===== config.mk =====
export PLATFORM = sky130hd
export DESIGN_NAME = control_sequencer_flat
export DESIGN_NICKNAME = d
export VERILOG_FILES = /design/src/rtl/cpu_ctrl_pkg.sv /design/src/rtl/control_sequencer_if.sv /design/src/rtl/reg_sel_decoder.sv /design/src/rtl/control_sequencer.sv /design/src/flat_wrapper.sv
export SDC_FILE = /design/constraint.sdc
export NUM_CORES = 1
export LEC_CHECK = 0
export ABC_AREA = 1
export CORE_ASPECT_RATIO = 0.7
export CORE_MARGIN = 10
export CORE_UTILIZATION = 29
export DETAILED_ROUTE_END_ITERATION = 12
export PLACE_DENSITY = 0.89
export SETUP_SLACK_MARGIN = 0.02
export SYNTH_ARGS = -nofsm -noshare
export SYNTH_HDL_FRONTEND = slang
export SYNTH_SLANG_ARGS = --single-unit
export TNS_END_PERCENT = 30

===== constraint.sdc =====
create_clock -name clk -period 1.3 [get_ports clk]
set_input_delay 0.195 -clock clk [delete_from_list [all_inputs] [get_ports clk]]
set_output_delay 0.195 -clock clk [all_outputs]
set_load 0.005 [all_outputs]

===== src/rtl/cpu_ctrl_pkg.sv =====
// Shared control-unit constants: IR field layout, opcodes, ALU function codes, FSM encoding.
// Pure declarations; no logic.
package cpu_ctrl_pkg;

    localparam int OPC_MSB = 31;
    localparam int RC_LSB  = 15;

    typedef logic [4:0] opcode_t;
    typedef logic [3:0] reg_field_t;
    typedef logic [3:0] alu_code_t;

    // Upper IR slice [OPC_MSB:RC_LSB], MSB first.
    typedef struct packed {
        opcode_t    opcode;
        reg_field_t ra;
        reg_field_t rb;
        reg_field_t rc;
    } ir_fields_t;

    localparam opcode_t OPC_ADD  = 5'b00011;
    localparam opcode_t OPC_SUB  = 5'b00100;
    localparam opcode_t OPC_AND  = 5'b00101;
    localparam opcode_t OPC_OR   = 5'b00110;
    localparam opcode_t OPC_SHR  = 5'b00111;
    localparam opcode_t OPC_SHL  = 5'b01000;
    localparam opcode_t OPC_ROR  = 5'b01001;
    localparam opcode_t OPC_ROL  = 5'b01010;
    localparam opcode_t OPC_NOP  = 5'b11010;
    localparam opcode_t OPC_HALT = 5'b11011;

    localparam alu_code_t ALU_NONE = 4'd0;
    localparam alu_code_t ALU_ADD  = 4'd1;
    localparam alu_code_t ALU_SUB  = 4'd2;
    localparam alu_code_t ALU_AND  = 4'd3;
    localparam alu_code_t ALU_OR   = 4'd4;
    localparam alu_code_t ALU_SHR  = 4'd5;
    localparam alu_code_t ALU_SHL  = 4'd6;
    localparam alu_code_t ALU_ROR  = 4'd7;
    localparam alu_code_t ALU_ROL  = 4'd8;

    localparam logic [2:0] S_IDLE = 3'd0;
    localparam logic [2:0] S_T0   = 3'd1;
    localparam logic [2:0] S_T1   = 3'd2;
    localparam logic [2:0] S_T2   = 3'd3;
    localparam logic [2:0] S_T3   = 3'd4;
    localparam logic [2:0] S_T4   = 3'd5;
    localparam logic [2:0] S_T5   = 3'd6;
    localparam logic [2:0] S_HALT = 3'd7;

    // ALU_NONE doubles as "not an ALU opcode".
    function automatic alu_code_t alu_decode(input opcode_t opc);
        case (opc)
            OPC_ADD: return ALU_ADD;
            OPC_SUB: return ALU_SUB;
            OPC_AND: return ALU_AND;
            OPC_OR:  return ALU_OR;
            OPC_SHR: return ALU_SHR;
            OPC_SHL: return ALU_SHL;
            OPC_ROR: return ALU_ROR;
            OPC_ROL: return ALU_ROL;
            default: return ALU_NONE;
        endcase
    endfunction

endpackage


===== src/rtl/control_sequencer_if.sv =====
// Sequencer <-> datapath bundle: IR readback and memory-ready in, every control strobe out.
// master = sequencer side, slave = datapath side.
interface control_sequencer_if #(
    parameter int DATA_W   = 32,
    parameter int NUM_REGS = 16,
    parameter int ALU_OP_W = 4
);
    logic                run;
    logic [DATA_W-1:0]   ir;
    logic                mem_ready;
    logic                pc_out, mar_in, inc_pc, pc_in, read, mdr_in;
    logic                mdr_out, ir_in, y_in, z_in, zlow_out;
    logic [NUM_REGS-1:0] r_in;
    logic [NUM_REGS-1:0] r_out;
    logic [ALU_OP_W-1:0] alu_op;
    logic                instr_done;
    logic                illegal;
    logic                halted;

    modport master (
        input  run, ir, mem_ready,
        output pc_out, mar_in, inc_pc, pc_in, read, mdr_in, mdr_out, ir_in,
               y_in, z_in, zlow_out, r_in, r_out, alu_op, instr_done, illegal, halted
    );

    modport slave (
        output run, ir, mem_ready,
        input  pc_out, mar_in, inc_pc, pc_in, read, mdr_in, mdr_out, ir_in,
               y_in, z_in, zlow_out, r_in, r_out, alu_op, instr_done, illegal, halted
    );
endinterface


===== src/rtl/reg_sel_decoder.sv =====
// 4-bit register field to one-hot select; combinational, zero latency.
// Output is all-zero when disabled or when the field names a register that does not exist.
module reg_sel_decoder #(
    parameter int NUM_REGS = 16
) (
    input  logic [3:0]          field,
    input  logic                en,
    output logic [NUM_REGS-1:0] onehot,
    output logic                out_of_range
);
    logic [31:0] field_ext;

    assign field_ext    = {28'd0, field};
    assign out_of_range = field_ext >= 32'(NUM_REGS);

    always_comb begin
        onehot = '0;
        for (int i = 0; i < NUM_REGS; i++) begin
            onehot[i] = en && (field_ext == 32'(i));
        end
    end
endmodule


===== src/rtl/control_sequencer.sv =====
// Hardwired fetch/decode/execute FSM for the single-bus datapath; strobes are Moore-decoded from state and live IR.
// ALU instruction takes 6 cycles, NOP/illegal 4; each mem_ready=0 cycle in T1 stretches the fetch by one.
module control_sequencer
    import cpu_ctrl_pkg::*;
#(
    parameter int DATA_W   = 32,
    parameter int NUM_REGS = 16,
    parameter int ALU_OP_W = 4
) (
    input logic                 clk,
    input logic                 clr,
    control_sequencer_if.master bus
);
    logic [2:0]          state, state_nxt;
    ir_fields_t          fld;
    alu_code_t           alu_code;
    logic                is_nop, is_halt, alu_ok;
    logic                ra_oor, rb_oor, rc_oor;
    logic [NUM_REGS-1:0] ra_oh, rb_oh, rc_oh;
    logic [DATA_W-1:0]   ir_unused_bits;

    assign fld            = ir_fields_t'(bus.ir[OPC_MSB:RC_LSB]);
    assign ir_unused_bits = bus.ir;
    assign alu_code       = alu_decode(fld.opcode);
    assign is_nop         = (fld.opcode == OPC_NOP);
    assign is_halt        = (fld.opcode == OPC_HALT);
    // Register fields only matter for ALU instructions; NOP and HALT ignore them.
    assign alu_ok         = (alu_code != ALU_NONE) && !(ra_oor || rb_oor || rc_oor);

    reg_sel_decoder #(.NUM_REGS(NUM_REGS)) u_dec_ra (
        .field(fld.ra), .en(state == S_T5), .onehot(ra_oh), .out_of_range(ra_oor)
    );
    reg_sel_decoder #(.NUM_REGS(NUM_REGS)) u_dec_rb (
        .field(fld.rb), .en((state == S_T3) && alu_ok), .onehot(rb_oh), .out_of_range(rb_oor)
    );
    reg_sel_decoder #(.NUM_REGS(NUM_REGS)) u_dec_rc (
        .field(fld.rc), .en(state == S_T4), .onehot(rc_oh), .out_of_range(rc_oor)
    );

    assign bus.r_in  = ra_oh;
    assign bus.r_out = rb_oh | rc_oh;

    always_comb begin
        state_nxt = state;
        case (state)
            S_IDLE:  if (bus.run) state_nxt = S_T0;
            S_T0:    state_nxt = S_T1;
            S_T1:    if (bus.mem_ready) state_nxt = S_T2;
            S_T2:    state_nxt = S_T3;
            S_T3: begin
                if (alu_ok)       state_nxt = S_T4;
                else if (is_halt) state_nxt = S_HALT;
                else              state_nxt = S_T0;
            end
            S_T4:    state_nxt = S_T5;
            S_T5:    state_nxt = S_T0;
            S_HALT:  state_nxt = S_HALT;
            default: state_nxt = S_IDLE;
        endcase
    end

    always_ff @(posedge clk) begin
        if (clr) state <= S_IDLE;
        else     state <= state_nxt;
    end

    always_comb begin
        bus.pc_out     = 1'b0;
        bus.mar_in     = 1'b0;
        bus.inc_pc     = 1'b0;
        bus.pc_in      = 1'b0;
        bus.read       = 1'b0;
        bus.mdr_in     = 1'b0;
        bus.mdr_out    = 1'b0;
        bus.ir_in      = 1'b0;
        bus.y_in       = 1'b0;
        bus.z_in       = 1'b0;
        bus.zlow_out   = 1'b0;
        bus.alu_op     = '0;
        bus.instr_done = 1'b0;
        bus.illegal    = 1'b0;
        bus.halted     = 1'b0;
        case (state)
            S_T0: begin
                bus.pc_out = 1'b1;
                bus.mar_in = 1'b1;
                bus.inc_pc = 1'b1;
                bus.z_in   = 1'b1;
            end
            S_T1: begin
                // Incremented PC sits in Z; commit it once, when the fetch completes.
                bus.zlow_out = 1'b1;
                bus.read     = 1'b1;
                bus.mdr_in   = 1'b1;
                bus.pc_in    = bus.mem_ready;
            end
            S_T2: begin
                bus.mdr_out = 1'b1;
                bus.ir_in   = 1'b1;
            end
            S_T3: begin
                bus.y_in       = alu_ok;
                bus.instr_done = !alu_ok && is_nop;
                bus.illegal    = !alu_ok && !is_nop && !is_halt;
            end
            S_T4: begin
                bus.z_in   = 1'b1;
                bus.alu_op = ALU_OP_W'(alu_code);
            end
            S_T5: begin
                bus.zlow_out   = 1'b1;
                bus.instr_done = 1'b1;
            end
            S_HALT:  bus.halted = 1'b1;
            default: ;
        endcase
    end
endmodule


===== src/flat_wrapper.sv =====
// flat-port wrapper written by rule: the top's interface ports become plain ports
module control_sequencer_flat import cpu_ctrl_pkg::*;
#(
    parameter int DATA_W   = 32,
    parameter int NUM_REGS = 16,
    parameter int ALU_OP_W = 4
)
  (clk, clr, bus_run, bus_ir, bus_mem_ready, bus_pc_out, bus_mar_in, bus_inc_pc, bus_pc_in, bus_read, bus_mdr_in, bus_mdr_out, bus_ir_in, bus_y_in, bus_z_in, bus_zlow_out, bus_r_in, bus_r_out, bus_alu_op, bus_instr_done, bus_illegal, bus_halted);
  control_sequencer_if #(.DATA_W(DATA_W), .NUM_REGS(NUM_REGS), .ALU_OP_W(ALU_OP_W)) bus_i ();
  input logic clk;
  input logic clr;
  input wire logic [$bits(bus_i.run)-1:0] bus_run;
  input wire logic [$bits(bus_i.ir)-1:0] bus_ir;
  input wire logic [$bits(bus_i.mem_ready)-1:0] bus_mem_ready;
  output wire logic [$bits(bus_i.pc_out)-1:0] bus_pc_out;
  output wire logic [$bits(bus_i.mar_in)-1:0] bus_mar_in;
  output wire logic [$bits(bus_i.inc_pc)-1:0] bus_inc_pc;
  output wire logic [$bits(bus_i.pc_in)-1:0] bus_pc_in;
  output wire logic [$bits(bus_i.read)-1:0] bus_read;
  output wire logic [$bits(bus_i.mdr_in)-1:0] bus_mdr_in;
  output wire logic [$bits(bus_i.mdr_out)-1:0] bus_mdr_out;
  output wire logic [$bits(bus_i.ir_in)-1:0] bus_ir_in;
  output wire logic [$bits(bus_i.y_in)-1:0] bus_y_in;
  output wire logic [$bits(bus_i.z_in)-1:0] bus_z_in;
  output wire logic [$bits(bus_i.zlow_out)-1:0] bus_zlow_out;
  output wire logic [$bits(bus_i.r_in)-1:0] bus_r_in;
  output wire logic [$bits(bus_i.r_out)-1:0] bus_r_out;
  output wire logic [$bits(bus_i.alu_op)-1:0] bus_alu_op;
  output wire logic [$bits(bus_i.instr_done)-1:0] bus_instr_done;
  output wire logic [$bits(bus_i.illegal)-1:0] bus_illegal;
  output wire logic [$bits(bus_i.halted)-1:0] bus_halted;
  assign bus_i.run = bus_run;
  assign bus_i.ir = bus_ir;
  assign bus_i.mem_ready = bus_mem_ready;
  assign bus_pc_out = bus_i.pc_out;
  assign bus_mar_in = bus_i.mar_in;
  assign bus_inc_pc = bus_i.inc_pc;
  assign bus_pc_in = bus_i.pc_in;
  assign bus_read = bus_i.read;
  assign bus_mdr_in = bus_i.mdr_in;
  assign bus_mdr_out = bus_i.mdr_out;
  assign bus_ir_in = bus_i.ir_in;
  assign bus_y_in = bus_i.y_in;
  assign bus_z_in = bus_i.z_in;
  assign bus_zlow_out = bus_i.zlow_out;
  assign bus_r_in = bus_i.r_in;
  assign bus_r_out = bus_i.r_out;
  assign bus_alu_op = bus_i.alu_op;
  assign bus_instr_done = bus_i.instr_done;
  assign bus_illegal = bus_i.illegal;
  assign bus_halted = bus_i.halted;
  control_sequencer #(.DATA_W(DATA_W), .NUM_REGS(NUM_REGS), .ALU_OP_W(ALU_OP_W)) u_core (.clk(clk), .clr(clr), .bus(bus_i));
endmodule

==> key figures <==
STA
  – Clock skew: 0.00276 ns
  – Endpoints failing hold: 0
  – Worst setup margin: -0.334 ns
  – Final period util: 126%
  – Slew HR: 80.8%
  – Final Max Tran Viols: 0
  – Tmin final: between 1.5 and 2 ns
  – Final setup TNS: -11.41 ns
  – Hold slack: approximately 0.59 ns
  – Max Fclk: 0.612 GHz
  – Slew @ Worst Pin: 0.287 ns
  – RSZ-0062 raised after global routing: true
  – Setup violations, final: 47

Final layout
  – Finished Cell Area: between 2000 and 2500 sq um
  – Final core utilization: 72.6%
  – Commonest non-fill, non-tap cell in the layout: nand2_1
  – Max reg flops: 3
  – Top flop regs: u_core.state: 3 flops
  – Most frequent cells in the layout: 46 x nand2_1, 36 x buf_2, 35 x nor2_1, 34 x buf_4, 17 x o21ai_2
  – Share of layout cells above drive strength 1: 57.9%
  – Non-Filler Instances: 321
  – Area Growth Syn to Fin: 140%
  – Ant diodes: 0
  – Largest register by flop count: u_core.state
  – Final net count: 322

Logic synthesis
  – Mapped Cells: 174
  – Synth Warn #: 0
  – Post-synthesis cell area: 850 sq um
  – Post-synthesis sequential area ratio: 7.07%
  – Syn Nets: 210
  – #FFs+latches synth: 3
  – Avg Synthesized Cell Area: 4.88 sq um
  – Primary FF master, synth: dfxtp_1
  – Fraction of registers with async set or reset after synthesis: 0%
  – Number of synthesized flops with an enable pin: 0
  – Synth cell types: 23

Worst hold path
  – Worst Hold Path Cells: 2
  – HP Class: input pin to register

CTS
  – CTS root buffer: clkbuf_8
  – Sink Count: 3
  – Total CTS buffers: 3
  – CTS tree: yes
  – CTS Buffer Depth: 2
  – H-tree depth: 1
  – Clk Latency, worst-skew pair: 0.23 ns
  – Clock-pin transition on the worst setup and hold timing paths: 0.04 ns

Worst setup path
  – Crit-path cells: buf_6 -> nand3_4 -> inv_2 -> buf_6 -> nand2_8 -> buf_8 -> o21ai_2 -> buf_2
  – Buffers & Inverters on Critical Path: 5
  – Slowest CP cell: dfxtp_4
  – Kind of cell adding the most delay to the critical path: buffers and inverters
  – Setup crit end kind: output pin
  – Crit Path Max Fanout: 6
  – Arrival time worst endpoint: 1.44 ns
  – Critical path data required time: 1.11 ns
  – Most used cell along the critical path: buf_6
  – FF-to-FF setup slack: -0.05 ns
  – Critical path class: register to output pin
  – Critical Path Stages: 8
  – Worst R2R Path Depth: 9
  – Crit path largest cell delay: between 0.3 and 0.4 ns
  – Type of origin of the critical path: register

GRT
  – Initial antenna violation count: 0
  – GR Overflow Total: 0
  – Vias in the first global route: 1580
  – GRT Util Overall: 16.8%
  – First-pass GRT wire length: 7.72 mm
  – Largest net degree at the start of global routing: 8

Route
  – Wire per inst: 15.8 um
  – DR iter-0 viols: 86
  – WL final: 5.08 mm
  – Mean number of vias per cell: 4.86
  – Via count: 1561
  – Initial DRT Pass Iterations: 4
  – Residual DRC: 0
  – Routed Antenna Nets: 0

Pwr
  – Flop pwr share: 13.0%
  – Logic pwr share: a little under three fifths
  – Clock Power Share: 31.0%
  – Pint: between 500 and 600 uW
  – P_leak: 1.01 nW
  – Power Total: about 960 uW
  – Max VDD drop: 252 uV
  – Sw Ratio: 41.1%
  – Power Density: ~470 nW/um^2
  – Net Switching: roughly 390 uW

Floorplanning
  – Die width: around 85 um
  – Initial Util: 30.3%
  – Boundary Pins: 86
  – Die area: 5530 sq um
  – Die Y: 65.3 um
  – Core ar.: 2800 sq um
  – # rows: 16

Placed design
  – Dpl cells: about 300
  – Port-buffer cells: 70
  – Pre-CTS WS: -1.03 ns
  – Post-DP HPWL: 3.36 mm
  – Placer Congestion: approximately 0.85
  – Placed cell area: 1750 sq um

Outcome
  – Status: finished with violations
  – Failing checks: setup timing

Run
  – Max-capacitance violation count: 0
-- power groups by stage --
stage / Clock (mW) / Sequential, mW / Combinational (mW)
final: 0.297 / 0.125 / 0.536
after global routing: 0.299 / 0.126 / 0.572
after CTS: 0.296 / 0.120 / 0.492
after detailed placement: 0 / 0.116 / 0.438
after global placement: 0 / 0.116 / 0.425
after floorplan: 0 / 0.115 / 0.176
-- metal layers --
metal	up-vias	share of wire (%)	global-route usage, %
met4	0	1.9	8.81
met5	-	0	0
met2	64	50	30.1
met3	9	8.5	6.40
li1	762	-	-
met1	726	40	16.8
-- synthesized netlist by cell type, types with 3 or more instances --
library cell	number	share of area, %
dfxtp_1	3	7.1
buf_4	4	3.5
nand3_1	4	2.4
o21ai_1	3	1.8
nor3_2	4	4.7
inv_1	20	8.8
nand2_1	53	23
inv_2	5	2.2
o21ai_2	8	8.2
o21ai_0	8	4.7
nor3_1	3	1.8
nor2_1	46	20
-- cells by family (layout without fill, tap and decap cells) --
| kind of cell | after synthesis | count (layout) | synth area share, % |
|---|---|---|---|
| AND/OR/NAND/NOR | 116 | 116 | 57.6 |
| buffers and inverters | 31 | 142 | 16.5 |
| AO/OA/AOI/OAI | 24 | 24 | 18.9 |
| flip-flops | 3 | 3 | 7.07 |
-- cell type report --
| type | instances | area (sq um) |
|---|---|---|
| fillers | 226 | 767 |
| inverters | 25 | 104 |
| well taps | 36 | 45.0 |
| repair buffers | 113 | 905 |
| clock buffers | 4 | 45.0 |
| multi-input cells | 140 | 868 |
| flip-flops and latches | 3 | 68.8 |
-- path summary, 6_finish.rpt --
| kind | from | endpoint |
|---|---|---|
| max | u_core.state[2]$_SDFFE_PP0P_ | bus_r_out[11] |
| min | clr | u_core.state[2]$_SDFFE_PP0P_ |
| min reg2reg | u_core.state[1]$_SDFFE_PP0P_ | u_core.state[2]$_SDFFE_PP0P_ |
| max reg2reg | u_core.state[1]$_SDFFE_PP0P_ | u_core.state[0]$_SDFFE_PP0P_ |
-- what timing repair did --
| action | CTS | global route |
|---|---|---|
| endpoints found under the setup margin | 53 | 50 |
| hold buffers | 0 | 0 |
| endpoints found under the hold margin | 0 | 0 |
| gates cloned | 1 | 0 |
| gates resized for setup | 267 | 32 |
| buffers inserted | 10 | 5 |
| pin swaps | 19 | 12 |
(Power assumes the default switching activity.)
